$ cat src/rtl/torreta_disparo_multi.sv
// Multi-barrel fire-control unit: threat compare, single/burst firing with
// shared prepare/fire/reload timer, round-robin barrel rotation, ammo counter.
module torreta_disparo_multi #(
   parameter int N_CANHOES = 2,
   parameter int M_MUNICAO = 16,
   parameter int N_MUNICAO = 5,
   parameter int T_PREPARA = 100_000,
   parameter int T_DISPARO = 100_000,
   parameter int T_RECARGA = 100_000,
   parameter int N_TEMPO   = 25
) (
   input  logic                 clock,
   input  logic                 reset,
   input  logic                 medida_pronto,
   input  logic [11:0]          medida,
   input  logic [11:0]          limiar,
   input  logic                 habilitar,
   input  logic                 modo_rajada,
   input  logic [1:0]           tamanho_rajada,
   input  logic                 adiciona_municao,
   output logic                 ameaca_detectada,
   output logic                 pronto,
   output logic                 disparando,
   output logic                 fim_disparo,
   output logic [N_CANHOES-1:0] canhao_ativo,
   output logic [N_MUNICAO-1:0] municao,
   output logic                 sem_municao,
   output logic [2:0]           db_estado
);

   typedef enum logic [2:0] {
      INICIAL = 3'd0,
      OCIOSO  = 3'd1,
      PREPARA = 3'd2,
      DISPARA = 3'd3,
      RECARGA = 3'd4
   } estado_t;

   localparam logic [N_TEMPO-1:0]   LIM_PREP = N_TEMPO'(T_PREPARA - 1);
   localparam logic [N_TEMPO-1:0]   LIM_DISP = N_TEMPO'(T_DISPARO - 1);
   localparam logic [N_TEMPO-1:0]   LIM_REC  = N_TEMPO'(T_RECARGA - 1);
   localparam logic [N_MUNICAO-1:0] MUN_MAX  = N_MUNICAO'(M_MUNICAO);

   estado_t              estado, estado_prox;
   logic [N_TEMPO-1:0]   tempo, tempo_prox;
   logic [1:0]           disparos, disparos_prox;
   logic [N_CANHOES-1:0] canhao, canhao_prox;
   logic [N_MUNICAO-1:0] mun, mun_prox;
   logic                 adic_ant, borda;
   logic                 ameaca_r, pronto_r, disp_r, fim_r;

   always_comb begin
      estado_prox   = estado;
      disparos_prox = disparos;
      canhao_prox   = canhao;
      case (estado)
         INICIAL: estado_prox = OCIOSO;
         OCIOSO: begin
            if (habilitar && ameaca_r && (mun != '0)) begin
               estado_prox   = PREPARA;
               disparos_prox = (modo_rajada && (tamanho_rajada != 2'd0)) ? tamanho_rajada : 2'd1;
            end
         end
         PREPARA: begin
            if (!habilitar)
               estado_prox = OCIOSO;
            else if (tempo == LIM_PREP)
               estado_prox = DISPARA;
         end
         DISPARA: begin
            if (tempo == LIM_DISP)
               estado_prox = RECARGA;
         end
         RECARGA: begin
            if (tempo == LIM_REC) begin
               // rotate-left with wrap; degenerates to a hold when there is a single barrel
               canhao_prox   = (canhao << 1) | (canhao >> (N_CANHOES - 1));
               disparos_prox = disparos - 2'd1;
               if ((disparos_prox != 2'd0) && (mun != '0) && habilitar)
                  estado_prox = DISPARA;
               else
                  estado_prox = OCIOSO;
            end
         end
         default: estado_prox = INICIAL;
      endcase

      if ((estado_prox != estado) || (estado_prox == OCIOSO) || (estado_prox == INICIAL))
         tempo_prox = '0;
      else
         tempo_prox = tempo + 1'b1;

      // an added round and a spent round in the same cycle cancel out
      borda    = adiciona_municao && !adic_ant;
      mun_prox = mun;
      if (borda && !fim_r) begin
         if (mun != MUN_MAX)
            mun_prox = mun + 1'b1;
      end else if (fim_r && !borda) begin
         if (mun != '0)
            mun_prox = mun - 1'b1;
      end
   end

   always_ff @(posedge clock) begin
      if (reset) begin
         estado   <= INICIAL;
         tempo    <= '0;
         disparos <= '0;
         canhao   <= N_CANHOES'(1);
         mun      <= '0;
         adic_ant <= 1'b0;
         ameaca_r <= 1'b0;
         pronto_r <= 1'b0;
         disp_r   <= 1'b0;
         fim_r    <= 1'b0;
      end else begin
         estado   <= estado_prox;
         tempo    <= tempo_prox;
         disparos <= disparos_prox;
         canhao   <= canhao_prox;
         mun      <= mun_prox;
         adic_ant <= adiciona_municao;
         if (medida_pronto)
            ameaca_r <= (medida < limiar);
         pronto_r <= (estado_prox == OCIOSO);
         disp_r   <= (estado_prox == DISPARA);
         fim_r    <= (estado_prox == DISPARA) && (tempo_prox == LIM_DISP);
      end
   end

   assign ameaca_detectada = ameaca_r;
   assign pronto           = pronto_r;
   assign disparando       = disp_r;
   assign fim_disparo      = fim_r;
   assign canhao_ativo     = canhao;
   assign municao          = mun;
   assign sem_municao      = (mun == '0);
   assign db_estado        = estado;

endmodule
$ cat config.mk
export PLATFORM = sky130hd
export DESIGN_NAME = torreta_disparo_multi
export DESIGN_NICKNAME = d
export VERILOG_FILES = /design/src/rtl/torreta_disparo_multi.sv
export SDC_FILE = /design/constraint.sdc
export NUM_CORES = 1
export LEC_CHECK = 0
export ABC_CLOCK_PERIOD_IN_PS = 2800
export CORE_MARGIN = 4
export CORE_UTILIZATION = 48
export DETAILED_ROUTE_END_ITERATION = 16
export PLACE_DENSITY_LB_ADDON = 0.25
export SYNTH_ARGS = -nofsm -noshare
export SYNTH_HDL_FRONTEND = slang
export SYNTH_SLANG_ARGS = --single-unit
export TNS_END_PERCENT = 20
$ cat constraint.sdc
create_clock -name clock -period 2.8 [get_ports clock]
set_clock_uncertainty 0.05 [all_clocks]
set_input_delay 0.7 -clock clock [delete_from_list [all_inputs] [get_ports clock]]
set_output_delay 0.7 -clock clock [all_outputs]
set_load 0.005 [all_outputs]
Yosys cells after proc, flatten, opt, wreduce, memory -nomap -nowiden --
Cells that the tools add are included.
Storage, ports and cells: output and inout port bits 15, register bits after elaboration 42, input port bits 32, word-level logic and storage cells 71
Cells by class: magnitude comparators 1, mux-type cells 16, reduce and logical (&&, ||, !) cells 26, bitwise logic cells 1, equality and inequality tests 13, $add $sub $neg 4
Operators with widths (number):
- 25-bit by 17-bit equality test with 1-bit output, second input constant | 2
- 25-bit by 1-bit adder with 25-bit output, second input constant | 1
- 25-bit two-way mux | 1
- 5-bit two-way mux | 4
- 3-bit two-way mux | 5
- 3-bit one-hot mux with 5 select lines | 1
- 12-bit < comparator | 1
- 2-bit nonzero test | 5
- 3-bit by 2-bit equality test with 1-bit output, second input constant | 3
- 1-bit logical AND | 9
- 2-bit two-way mux | 4
- 3-bit by 1-bit equality test with 1-bit output, second input constant | 2
- 3-bit logical NOT | 2
- 3-bit AND reduction | 2
- 5-bit by 1-bit adder with 5-bit output, second input constant | 1
- 5-bit logical NOT | 1
- 5-bit inequality test, second input constant | 1
- 5-bit nonzero test | 1
- 5-bit by 1-bit subtractor with 5-bit output, second input constant | 1
- 2-bit inequality test, second input constant | 2
- 2-bit one-hot mux with 2 select lines | 1
- 3-bit equality test, second input constant | 1
- 1-bit logical NOT | 3
- 3-bit inequality test | 1
- other kinds (5) | 6

Longest topological paths before layout --
depth after elaboration 13, depth in mapped cells 9, depth with buffers taken out 9

Worst setup path before layout --
Ideal clock, no wire load.
path kind register to register, start point reg tempo[0], end point reg fim_r, in the netlist fim_disparo, clock period less this slack 2.394 ns, path slack 0.406 ns, data arrival time 2.285 ns, cell stages (with the launch flop) 10, data required time 2.690 ns, setup time 0.060 ns, buffers on the path 1, cells stage by stage dfxtp_1 > ha_1 > and4_1 > nand2_1 > or4_1 > buf_2 > nor4_2 > a311oi_1 > nor4_2 > and3_1
Between the ends: longest elaborated chain between the ends 10, elaborated cells on any way between the ends 16, classes of those cells add/sub (1); eq/ne (5); mux (6); reduce/logical (4)
Ends and longest elaborated chain:
- start, declared | RTL line 45 | logic [N_TEMPO-1:0] tempo, tempo_prox;
- start signal, assigned | RTL line 119 | tempo <= tempo_prox;
- 25-bit by 17-bit equality test with 1-bit output | RTL line 67, 71, 75
- 3-bit two-way mux | RTL line 67 | else if (tempo == LIM_PREP)
- 3-bit two-way mux | RTL line 65 | if (!habilitar)
- 3-bit one-hot mux with 5 select lines | RTL line 56 | case (estado)
- 3-bit inequality test / 3-bit by 1-bit equality test with 1-bit output (equally long branches) | RTL line 88 | if ((estado_prox != estado) || (estado_prox == OCIOSO) || (estado_prox == INICIAL))
- 1-bit logical OR (2 in series) | RTL line 88
- 25-bit two-way mux | RTL line 88
- 25-bit by 17-bit equality test with 1-bit output | RTL line 128 | fim_r <= (estado_prox == DISPARA) && (tempo_prox == LIM_DISP);
- 1-bit logical AND (*) | RTL line 128
- end signal, assigned | RTL line 128
- end, declared | RTL line 50 | logic ameaca_r, pronto_r, disp_r, fim_r;
Mark *: on every way between the ends. The rest lies on a longest branch, timed or not. A chain may end at the register's enable or synchronous reset.

Worst setup path after layout --
start point in adiciona_municao, end point reg mun[4], in the netlist municao[4]
Between the ends: longest elaborated chain between the ends 5, elaborated cells on any way between the ends 9, classes of those cells eq/ne (1); mux (1); reduce/logical (7)
Ends and longest elaborated chain:
- start, declared | RTL line 20 | input logic adiciona_municao,
- 1-bit logical AND (*) | RTL line 94 | borda = adiciona_municao && !adic_ant;
- 1-bit logical NOT | RTL line 99 | end else if (fim_r && !borda) begin
- 1-bit logical AND | RTL line 99
- 2-bit nonzero test (no source line)
- 3-bit AND reduction (no source line)
- end signal, assigned | RTL line 122 | mun <= mun_prox;
- end, declared | RTL line 48 | logic [N_MUNICAO-1:0] mun, mun_prox;
Marks and branches as above.

==> summary.md <==
| Metric | Value |
|---|---|
| Setup Buffers After CTS | 0 |
| Post-synth top area share | 0.339 |
| Layout cells sized above 1 | 0.0784 |
| Async SR Flop Fraction | 0 |
| P_sw | 0.346 mW |
| Routed vias/inst | 5.36 |
| Via count | 2274 |
| Clock transition at path regs | 90 ps |
| RSZ-0062 raised after global routing | false |
| Synth area leaders | dfxtp_1 (34%), ha_1 (8.1%), xnor2_1 (7.8%) |
| Worst setup EP type | flop |
| CTS Hold Bufs | 0 |
| Total global-route track usage | 0.181 |
| Fin nets | 405 |
| Critical path class | input pin to flop |
| Max-slew violations | 0 |
| Worst setup margin | 217 ps |
| Reg2reg start | tempo[0] |
| Port-buffer cells | 46 |
| CTS H-tree lvls | 2 |
| Root Driver | clkbuf_8 |
| Largest net degree at the start of global routing | 26 |
| Core area | 0.00485 sq mm |
| Max clock buf depth | 2 |
| Synth cell count leaders | nor2_1 (43), dfxtp_1 (42), xnor2_1 (22) |
| Max-Cap Viols | 0 |
| Syn nets | 351 |
| Die area | 0.00638 sq mm |
| Setup-failing EPs final | 0 |
| CTS Buf Count | 5 |
| Int Power | 1.06 mW |
| Top-count cell post-synth | nor2_1 |
| Ys Warns | 0 |
| Seq/Total Area, Yosys | 0.339 |
| Worst Tran Pin Value | 440 ps |
| Pre-CTS setup slack | -104 ps |
| Worst setup SP type | input pin |
| Synth cell types | 42 |
| Max_slew headroom | 0.704 |
| DRC Markers | 0 |
| Clock Latency Late Sink | 300 ps |
| CP Launch Point | adiciona_municao |
| CTS tree | done |
| Leak | 1.19 nW |
| Fill count | 411 |
| Top FF cell, synth | dfxtp_1 |
| Rows | 25 |
| Number of global-route vias before repair | 2234 |
| First-pass GRT wire length | 9390 um |
| Final hold viol count | 0 |
| Biggest area consumer among synthesized cells | dfxtp_1 |
| Post-cts sizing count | 0 |
| Reg power frac | 0.461 |
| Post-Syn Area | 0.00248 sq mm |
| Routability cong. | 0.856 |
| Routed wire length | 5280 um |
| Hpwl dp | 3990 um |
| Die H | 79.9 um |
| Crit path required time | 2930 ps |
| Seq cells post-synth | 42 |
| Post-DR wirelength/cell | 12.4 um |
| Peak supply drop | 331 uV |
| Min Tclk post-route | 2580 ps |
| Initial Util | 0.511 |
| Combinational share of power | 0.199 |
| Outcome | complete, no violations |
| Overflow after GRT | 0 |
| DR iter-0 viols | 88 |
| Cells after synthesis | 302 |
| CTS Sinks | 42 |
| CP Max Fanout | 5 |
| Setup_tns | 0 ps |
| Class of the worst hold path | flop to flop |
| TritonRoute pass-1 iters | 4 |
| Hold Path Origin | tempo[0] |
| I/O pins | 47 |
| Clock share of power | 0.340 |
| Initial antenna violation count | 0 |
| Routed Antenna Nets | 0 |
| Avg Inst Size Synth | 8.21 sq um |
| Core Util, Final | 0.659 |
| Pwr/cell area | 439 mW/mm^2 |
| Area Growth Syn to Fin | 28.8% |
| Period utilization | 0.923 |
| Fmax | 387 MHz |
| Number of flops mapped to enable cells by yosys | 0 |
| Diode count | 0 |
| Switching Fraction | 0.247 |
| Overall power | 1.40 mW |
| Die width | 79.9 um |
| WP data arrival | 2710 ps |
==> final timing paths <==
path / to / slack (ps) / cells after the start
setup reg to reg: fim_disparo / 230 / 8
hold / removal: tempo[0] / 430 / 1
hold reg to reg: tempo[0] / 430 / 1
setup / recovery: municao[4] / 220 / 10
==> power by group through the flow <==
stage / Clock (mW) / Sequential [mW] / Combinational [mW]
after CTS: 0.490 / 0.646 / 0.281
after detailed placement: 0 / 0.659 / 0.279
after floorplan: 0 / 0.654 / 0.144
final: 0.477 / 0.646 / 0.279
after global placement: 0 / 0.660 / 0.273
after global routing: 0.512 / 0.651 / 0.316
==> routing by layer <==
metal | GRT usage | up-vias | share of wire
li1 | - | 1168 | -
met1 | 0.228 | 1044 | 0.46
met2 | 0.306 | 56 | 0.49
met3 | 0.0372 | 6 | 0.042
met4 | 0.0608 | 0 | 0.0093
met5 | 0 | - | 0
==> sequential cells by signal (all words and copies together), names as in the netlist, 2 cells and up <==
name and cells:
canhao_ativo 2, db_estado 3, disparos 2, municao 5
tempo 25
==> area by class of cell <==
class                   count  area [sq um]  share of cell area
flip-flops and latches     42           841               0.263
well taps                  67          83.8              0.0262
repair buffers             59           558               0.175
inverters                  18          67.6              0.0212
clock buffers               6          72.6              0.0227
multi-input cells         230          1530               0.480
clock inverters             2          37.5              0.0118
==> metrics by stage <==
step	hold slack, ps	instances	area, sq um
global placement	413	416	3070
floorplan	386	302	2480
finish	431	424	3190
global route	461	424	3190
CTS	441	424	3180
detailed placement	421	416	3070
==> placed cells by master (no fill, tap or decap), drive strengths merged, types with 11 or more instances in the layout <==
| master | instances |
|---|---|
| nor4 | 11 |
| xnor2 | 22 |
| dfxtp | 42 |
| nor2 | 43 |
| buf | 13 |
| nand3 | 11 |
| nand2 | 16 |
| xor2 | 11 |
| a21oi | 11 |
| inv | 18 |
| ha | 16 |
| clkdlybuf4s50 | 46 |
==> logic make-up (layout without fill, tap and decap cells) <==
kind of cell             after synthesis  count (layout)  share of synthesized area
AO/OA/AOI/OAI                         43              43                      0.113
flip-flops                            42              42                      0.339
multiplexers                           5               5                     0.0202
XOR/XNOR                              33              33                      0.117
buffers and inverters                 30              85                     0.0464
AND/OR/NAND/NOR                      132             132                      0.276
adder cells (fa/ha/maj)               17              17                     0.0888
==> worst max-delay path, cell delays in order <==
cell and delay (ps):
clkdlybuf4s50_1 470, nand2b_1 60, or2_2 330, fa_1 400, a21o_1 190, a21oi_1 160
xnor2_1 140, nand2_1 80, xor2_1 130, nor2_1 50
Power figures use the tool's default switching activity.
